**src/rtl/sel_frecuencias_param.sv**
```systemverilog
// Button-stepped square-wave generator: synchronised, debounced up/down buttons
// move an octave index; the half-period reloads only at a toggle boundary.
module sel_frecuencias_param #(
  parameter int CNT_W     = 24,
  parameter int NUM_SEL   = 8,
  parameter int SEL_W     = 3,
  parameter int BASE_HALF = 25000,
  parameter int SEL_INIT  = 0,
  parameter int DEB_CYC   = 250000,
  parameter int WRAP      = 0
) (
  input  logic             clknexys,
  input  logic             Reset,
  input  logic             aumf_i,
  input  logic             bajaf_i,
  input  logic             en_i,
  output logic             salida_o,
  output logic [SEL_W-1:0] sel_o,
  output logic             limite_o
);

  localparam int               DEB_W     = $clog2(DEB_CYC + 1);
  localparam logic [DEB_W-1:0] DEB_LAST  = DEB_W'(DEB_CYC);
  localparam logic [DEB_W-1:0] DEB_ONE   = DEB_W'(1);
  localparam logic [SEL_W-1:0] SEL_MAX   = SEL_W'(NUM_SEL - 1);
  localparam logic [SEL_W-1:0] SEL_RST   = SEL_W'(SEL_INIT);
  localparam logic [SEL_W-1:0] SEL_ONE   = SEL_W'(1);
  localparam logic [CNT_W-1:0] HALF_BASE = CNT_W'(BASE_HALF);
  localparam logic [CNT_W-1:0] HALF_RST  = HALF_BASE << (NUM_SEL - 1 - SEL_INIT);
  localparam logic [CNT_W-1:0] CNT_ONE   = CNT_W'(1);
  localparam logic             LIM_RST   = (SEL_INIT == 0) || (SEL_INIT == NUM_SEL - 1);

  // Bit 0 is the "up" button, bit 1 the "down" button.
  logic [1:0]            btn;
  logic [1:0]            sync_a;
  logic [1:0]            sync_b;
  logic [1:0]            deb;
  logic [1:0]            deb_q;
  logic [1:0][DEB_W-1:0] deb_cnt;

  logic                  pulse_up;
  logic                  pulse_dn;
  logic [SEL_W-1:0]      sel_next;
  logic                  limite_next;

  logic [CNT_W-1:0]      half_req;
  logic [CNT_W-1:0]      half_act;
  logic [CNT_W-1:0]      cnt;

  assign btn = {bajaf_i, aumf_i};

  // The counter only runs while the synchronised level disagrees with the
  // accepted one, so any return to the old level restarts the stability window.
  always_ff @(posedge clknexys or negedge Reset) begin
    if (!Reset) begin
      sync_a  <= '0;
      sync_b  <= '0;
      deb     <= '0;
      deb_q   <= '0;
      deb_cnt <= '0;
    end else begin
      sync_a <= btn;
      sync_b <= sync_a;
      deb_q  <= deb;
      for (int unsigned i = 0; i < 2; i++) begin
        if (sync_b[i] == deb[i]) begin
          deb_cnt[i] <= '0;
        end else if (deb_cnt[i] == DEB_LAST) begin
          deb[i]     <= sync_b[i];
          deb_cnt[i] <= '0;
        end else begin
          deb_cnt[i] <= deb_cnt[i] + DEB_ONE;
        end
      end
    end
  end

  assign pulse_up = deb[0] & ~deb_q[0];
  assign pulse_dn = deb[1] & ~deb_q[1];

  always_comb begin
    sel_next = sel_o;
    if (pulse_up && !pulse_dn) begin
      if (sel_o == SEL_MAX) begin
        if (WRAP != 0) sel_next = '0;
      end else begin
        sel_next = sel_o + SEL_ONE;
      end
    end else if (pulse_dn && !pulse_up) begin
      if (sel_o == '0) begin
        if (WRAP != 0) sel_next = SEL_MAX;
      end else begin
        sel_next = sel_o - SEL_ONE;
      end
    end
    limite_next = (sel_next == '0) || (sel_next == SEL_MAX);
  end

  always_ff @(posedge clknexys or negedge Reset) begin
    if (!Reset) begin
      sel_o    <= SEL_RST;
      limite_o <= LIM_RST;
    end else begin
      sel_o    <= sel_next;
      limite_o <= limite_next;
    end
  end

  assign half_req = HALF_BASE << (SEL_MAX - sel_o);

  // half_act is captured only at a toggle (or while disabled), so an index
  // change never alters the half-period already in progress.
  always_ff @(posedge clknexys or negedge Reset) begin
    if (!Reset) begin
      salida_o <= 1'b0;
      cnt      <= '0;
      half_act <= HALF_RST;
    end else if (!en_i) begin
      salida_o <= 1'b0;
      cnt      <= '0;
      half_act <= half_req;
    end else if (cnt == half_act - CNT_ONE) begin
      salida_o <= ~salida_o;
      cnt      <= '0;
      half_act <= half_req;
    end else begin
      cnt <= cnt + CNT_ONE;
    end
  end

endmodule
```
**config.mk**
```make
export PLATFORM = sky130hd
export DESIGN_NAME = sel_frecuencias_param
export DESIGN_NICKNAME = d
export VERILOG_FILES = /design/src/rtl/sel_frecuencias_param.sv
export SDC_FILE = /design/constraint.sdc
export NUM_CORES = 1
export LEC_CHECK = 0
export CORE_UTILIZATION = 30
export DETAILED_ROUTE_END_ITERATION = 8
export GPL_TIMING_DRIVEN = 0
export PLACE_DENSITY_LB_ADDON = 0.12
export REMOVE_ABC_BUFFERS = 1
export SKIP_CTS_REPAIR_TIMING = 1
export SYNTH_ARGS = -nofsm -noshare
export SYNTH_HDL_FRONTEND = slang
export SYNTH_SLANG_ARGS = --single-unit
```
**constraint.sdc**
```tcl
create_clock -name clknexys -period 9.3 [get_ports clknexys]
set_clock_uncertainty 0.1 [all_clocks]
set_input_delay 0.93 -clock clknexys [delete_from_list [all_inputs] [get_ports clknexys]]
set_output_delay 0.93 -clock clknexys [all_outputs]
set_load 0.01 [all_outputs]
```
==> results of run 1 <==
==> layout by cell type (no fill, tap or decap), types with 5 or more instances in the layout <==
cell type | synthesis | routed
nand4_1 | 9 | 9
mux2_2 | 5 | 5
nor4_1 | 6 | 6
or3_1 | 7 | 7
clkdlybuf4s50_1 | 0 | 8
inv_1 | 22 | 22
nor2_1 | 82 | 82
nand2_1 | 35 | 35
xnor2_1 | 37 | 37
mux2_1 | 9 | 9
and3_1 | 14 | 14
nor2b_1 | 5 | 5
o21ai_0 | 13 | 13
ha_1 | 15 | 15
a21oi_1 | 16 | 16
dfstp_2 | 7 | 7
nor3_1 | 17 | 17
nand3_1 | 34 | 34
dfrtp_1 | 85 | 85
mux2i_1 | 6 | 6
clkbuf_16 | 0 | 9
nand2b_1 | 9 | 9
xor2_1 | 36 | 36
a211oi_1 | 5 | 5
==> registers in the layout (all words and copies together) (netlist names) <==
name      cells
deb_q         2
sel_o         3
cnt          24
deb_cnt      36
sync_b        2
deb           2
salida_o      1
half_act     19
limite_o      1
sync_a        2
==> metrics by stage <==
step,util (%),cells
floorplan,-,516
finish,34.5,762
detailed placement,32.6,746
global placement,32.5,745
CTS,34.5,762
global route,34.5,762
==> worst paths after layout <==
path,start,end,cells after the start
max in group asynchronous,Reset,half_act[21],2
max,half_act[6],half_act[6],7
min,sync_a[0],sync_b[0],0
min in group asynchronous,Reset,cnt[2],1
min reg2reg,sync_a[0],sync_b[0],0
max reg2reg,half_act[6],half_act[6],7
==> cells in the mapped netlist (5+ instances only) <==
cell,count
a211oi_1,5
mux2_2,5
nand4_1,9
o21ai_0,13
nand2_1,35
and3_1,14
nand2b_1,9
nor2b_1,5
nor3_1,17
nor2_1,82
clkbuf_1,6
nand3_1,34
inv_1,22
xor2_1,36
mux2i_1,6
xnor2_1,37
mux2_1,9
ha_1,15
a21oi_1,16
nor4_1,6
dfstp_2,7
dfrtp_1,85
or3_1,7
==> layout make-up <==
type                       count  share of cell area (%)
timing repair buffer          10                    2.01
clock inverter                 5                    1.11
inverter                      22                    1.44
sequential                    92                    40.4
multi-input combinational    402                    45.9
tap                          220                    4.81
clock buffer                  11                    4.41
==> routing by layer <==
layer	GRT usage [%]	vias to the layer above	routed length, µm
met5	0	-	0
met4	5.49	0	216
met3	3.38	14	304
met2	21.4	38	4970
met1	16.8	1808	5010
li1	-	1826	-
==> worst max-delay path, stage by stage (launching register included) <==
cell and delay [ps]:
dfrtp_1 490, nor4_4 570, and3_1 240, nor3_1 50, or4_4 570, a2111oi_4 420
a31o_4 620, mux2_2 400
==> kinds of logic after synthesis <==
logic type,share of synthesized area [%]
AND/OR/NAND/NOR,23.7
flip-flops,45.3
XOR/XNOR,12.5
AO/OA/AOI/OAI,7.34
buffers and inverters,3.12
multiplexers,4.27
adder cells (fa/ha/maj),3.68
==> report_power, final <==
| group | total, mW | internal [mW] | switching [mW] | leakage [nW] |
|---|---|---|---|---|
| clock | 0.388 | 0.226 | 0.162 | 0.153 |
| combinational | 0.0293 | 0.0101 | 0.0192 | 0.978 |
| sequential | 0.410 | 0.405 | 0.00486 | 1.24 |
| total | 0.827 | 0.641 | 0.186 | 2.37 |
==> impl_metrics.csv, run 1 <==
group,metric,value,unit
detailed_routing,drtAntennaViolNets,0,
sta,worst-slew-pin-transition,706,ps
sta,fmax,279,MHz
global_routing,antenna_found_initial,0,
synthesis,syn_area,5100,µm²
synthesis,synth_warnings,0,
synthesis,ys_seq_area_share,45.3,%
min_path,min_path_type,"reg2reg",
run,drv_cap,0,
synthesis,ys_async_sr_fraction,100,%
global_routing,grt_usage,13.2,%
floorplanning,start_util,30.7,%
place,port_buffers,9,
power,p_per_area,144,nW/µm²
worst_setup_path,worstPathArrival,3720,ps
sta,slew_headroom,52.5,%
clock_tree,cts-buffers-inserted,9,
worst_setup_path,worst-path-max-fanout,41,
clock_tree,clock_path_buffers,2,
detailed_routing,routed_wl,10500,µm
floorplanning,core_area,16600,µm²
worst_setup_path,critPathKind,"reg2reg",
global_routing,grt_max_degree,70,
clock_tree,insertion_delay,350,ps
clock_tree,htree_levels,3,
power,finalPower,0.827,mW
synthesis,ys_seq_elements,92,
place,placed_area,5410,µm²
sta,final_hold_viol_count,0,
place,hpwl,7400,µm
final_layout,regArea,2310,µm²
sta,setup_viol,0,
detailed_routing,drc,0,
synthesis,synthDistinctLibCells,54,
synthesis,yosysTopAreaCell,"dfrtp_1",
sta,whs,252,ps
detailed_routing,wl_per_cell,13.8,µm
status,status,"finished, final reports clean",
synthesis,synth-edff-count,0,
worst_setup_path,worstPathRequired,9440,ps
worst_setup_path,ff2ff_setup_slack,5720,ps
worst_setup_path,end_kind,"flop",
synthesis,synth_area_leaders,"dfrtp_1, xnor2_1, xor2_1",
place,place_congestion,0.749,
worst_setup_path,start_kind,"flop",
sta,min_period,3580,ps
floorplanning,io_pins,10,
sta,min_period_over_period,38.5,%
clock_tree,cts_root_buf,"clkbuf_16",
floorplanning,die_area,17500,µm²
place,dp_slack,5680,ps
detailed_routing,first_iter_violations,207,
clock_tree,clk_pin_slew_worst_paths,70,ps
detailed_routing,vias,3686,
detailed_routing,viasPerCell,4.84,
final_layout,nFillCells,1729,
global_routing,grt_first_pass_wirelength,18400,µm
floorplanning,die_y,132,µm
synthesis,syn_inst,528,
floorplanning,row_count,47,
power,ir_drop,0.0895,mV
synthesis,synthFlopType,"dfrtp_1",
synthesis,yosysTopAreaCellShare,41.7,%
detailed_routing,first_pass_iters,4,
final_layout,design_area,5730,µm²
clock_tree,tritoncts,"done",
sta,tns,0,ps
final_layout,multiInputGateArea,2630,µm²
synthesis,syn_avg_cell_area,9.65,µm²
power,leakagePower,2.37,nW
sta,rsz0062_at_grt,"false",
final_layout,antenna_cells,0,
sta,layout_setup_ws,5720,ps
global_routing,grt_pass1_vias,3707,
final_layout,final_layout_size_suffix_gt1_share,7.01,%
clock_tree,clkSinkCount,92,
sta,slew_viol_final,0,
final_layout,syn_to_final_growth,12.4,%
global_routing,grt_overflow_total,0,
final_layout,fin_nets,557,
floorplanning,die_x,132,µm
Power figures use the tool's default switching activity.
==> run 2: changes to the inputs <==
- clock period: 9.3 -> 3.2 ns (I/O delays scaled with it)
==> impl_metrics.csv, run 2 (synthesis results as in run 1) <==
group,metric,value,unit
floorplanning,die_y,132,µm
worst_setup_path,worst-path-max-fanout,11,
global_routing,grt_pass1_vias,3707,
sta,slew_headroom,58.2,%
clock_tree,htree_levels,3,
global_routing,antenna_found_initial,0,
min_path,hold_depth,0,
detailed_routing,drtAntennaViolNets,0,
global_routing,grt_usage,13.2,%
final_layout,largest_register_ffs,36,
detailed_routing,viasPerCell,4.87,
sta,tns,0,ps
final_layout,regMostFlops,"deb_cnt",
sta,whs,251,ps
final_layout,nFillCells,1721,
detailed_routing,first_iter_violations,204,
detailed_routing,vias,3764,
power,p_per_area,412,nW/µm²
min_path,min_to,"sync_b[0]",
floorplanning,die_area,17500,µm²
worst_setup_path,max_stage_delay,570,ps
detailed_routing,first_pass_iters,4,
sta,layout_setup_ws,120,ps
worst_setup_path,end_kind,"flop",
power,leakagePower,2.43,nW
final_layout,design_area,5850,µm²
final_layout,regArea,2310,µm²
floorplanning,io_pins,10,
worst_setup_path,ff2ff_setup_slack,120,ps
global_routing,grt_overflow_total,0,
min_path,min_from,"sync_a[0]",
sta,fmax,325,MHz
sta,worst-slew-pin-transition,621,ps
floorplanning,row_count,47,
clock_tree,tritoncts,"done",
run,drv_cap,0,
clock_tree,clock_path_buffers,2,
clock_tree,clk_pin_slew_worst_paths,70,ps
worst_setup_path,r2r-end,"half_act[6]",
place,hpwl,7400,µm
worst_setup_path,r2r_cells,8,
place,port_buffers,9,
final_layout,reg_top3,"deb_cnt x36, cnt x24, half_act x19",
clock_tree,cts-buffers-inserted,9,
detailed_routing,drc,0,
worst_setup_path,worstPathArrival,3220,ps
worst_setup_path,path_cells,"nand3b_1 > a2111oi_0 > nor3_1 > or4_4 > a2111oi_4 > buf_4 > a31o_4 > mux2_2",
global_routing,grt_first_pass_wirelength,18400,µm
place,dp_slack,-419,ps
worst_setup_path,start_kind,"flop",
sta,min_period,3080,ps
final_layout,layout_common_cells,"dfrtp_1, nor2_1, xnor2_1, xor2_1, nand2_1",
power,finalPower,2.41,mW
sta,min_period_over_period,96.2,%
min_path,min_path_type,"reg2reg",
detailed_routing,routed_wl,11000,µm
final_layout,final_common_cell,"dfrtp_1",
detailed_routing,wl_per_cell,14.2,µm
worst_setup_path,cpLargestDelayFamily,"compound AO/OA/AOI/OAI gates",
worst_setup_path,cp_slowest_cell,"or4_4",
worst_setup_path,crit_buf_inv,1,
global_routing,grt_max_degree,70,
status,status,"finished, final reports clean",
final_layout,final_layout_size_suffix_gt1_share,9.22,%
worst_setup_path,critPathKind,"reg2reg",
worst_setup_path,r2r_start,"half_act[8]",
worst_setup_path,worstPathRequired,3340,ps
sta,final_hold_viol_count,0,
final_layout,fin_nets,568,
sta,setup_viol,0,
clock_tree,clkSinkCount,92,
place,place_congestion,0.749,
sta,rsz0062_at_grt,"false",
power,ir_drop,0.259,mV
clock_tree,cts_root_buf,"clkbuf_16",
clock_tree,insertion_delay,350,ps
floorplanning,start_util,30.7,%
place,placed_area,5410,µm²
floorplanning,core_area,16600,µm²
floorplanning,die_x,132,µm
final_layout,syn_to_final_growth,14.8,%
sta,slew_viol_final,0,
final_layout,multiInputGateArea,2680,µm²
final_layout,antenna_cells,0,
## run 2: cell types whose count changed in the layout (fill, tap and decap cells not counted)
cell	delta
nor2b_1	-1
a31o_4	+2
buf_4	+8
dlygate4sd3_1	+1
a21boi_0	-1
nor3_1	-1
a21boi_4	+1
o21ai_0	-1
o21ai_1	+1
nor2b_2	+1
nor3_2	+1
## run 2: where the power goes
| group | switching (mW) | leakage (nW) | internal [mW] | total [mW] |
|---|---|---|---|---|
| Clock | 0.471 | 0.153 | 0.656 | 1.13 |
| Combinational | 0.0584 | 1.04 | 0.0322 | 0.0907 |
| Sequential | 0.0142 | 1.24 | 1.18 | 1.19 |
| Total | 0.544 | 2.43 | 1.87 | 2.41 |
## run 2: worst max-delay path by stage
stage | from | endpoint | cells past startpoint
after floorplan | half_act[6] | half_act[6] | 7
after global placement | Reset | deb_cnt[25] | 1
after detailed placement | half_act[6] | half_act[6] | 7
after CTS | half_act[6] | half_act[6] | 7
after global routing | half_act[10] | half_act[7] | 8
final | half_act[8] | half_act[6] | 8
## run 2: cell type report
type	instances	area share, %
Sequential cell	92	39.5
Inverter	22	1.41
Tap cell	220	4.70
Clock buffer	11	4.32
Multi-Input combinational cell	404	45.8
Timing Repair Buffer	19	3.17
Clock inverter	5	1.09
## run 2: through the flow
stage | cells | util, %
floorplan | 516 | -
global placement | 745 | 32.5
detailed placement | 746 | 32.6
CTS | 762 | 34.5
global route | 773 | 35.3
finish | 773 | 35.3
## run 2: worst register-to-register path, cell delays in order (launching register included)
cell and delay (ps):
dfrtp_1 470, nand3b_1 190, a2111oi_0 430, nor3_1 90
or4_4 570, a2111oi_4 270, buf_4 210, a31o_4 280
mux2_2 360
## run 2: metal layers
metal	GRT usage, %	part of all wire, %	up-vias
li1	-	-	1858
met1	16.8	48	1858
met2	21.4	47	35
met3	3.38	2.7	13
met4	5.49	2.0	0
met5	0	0	-
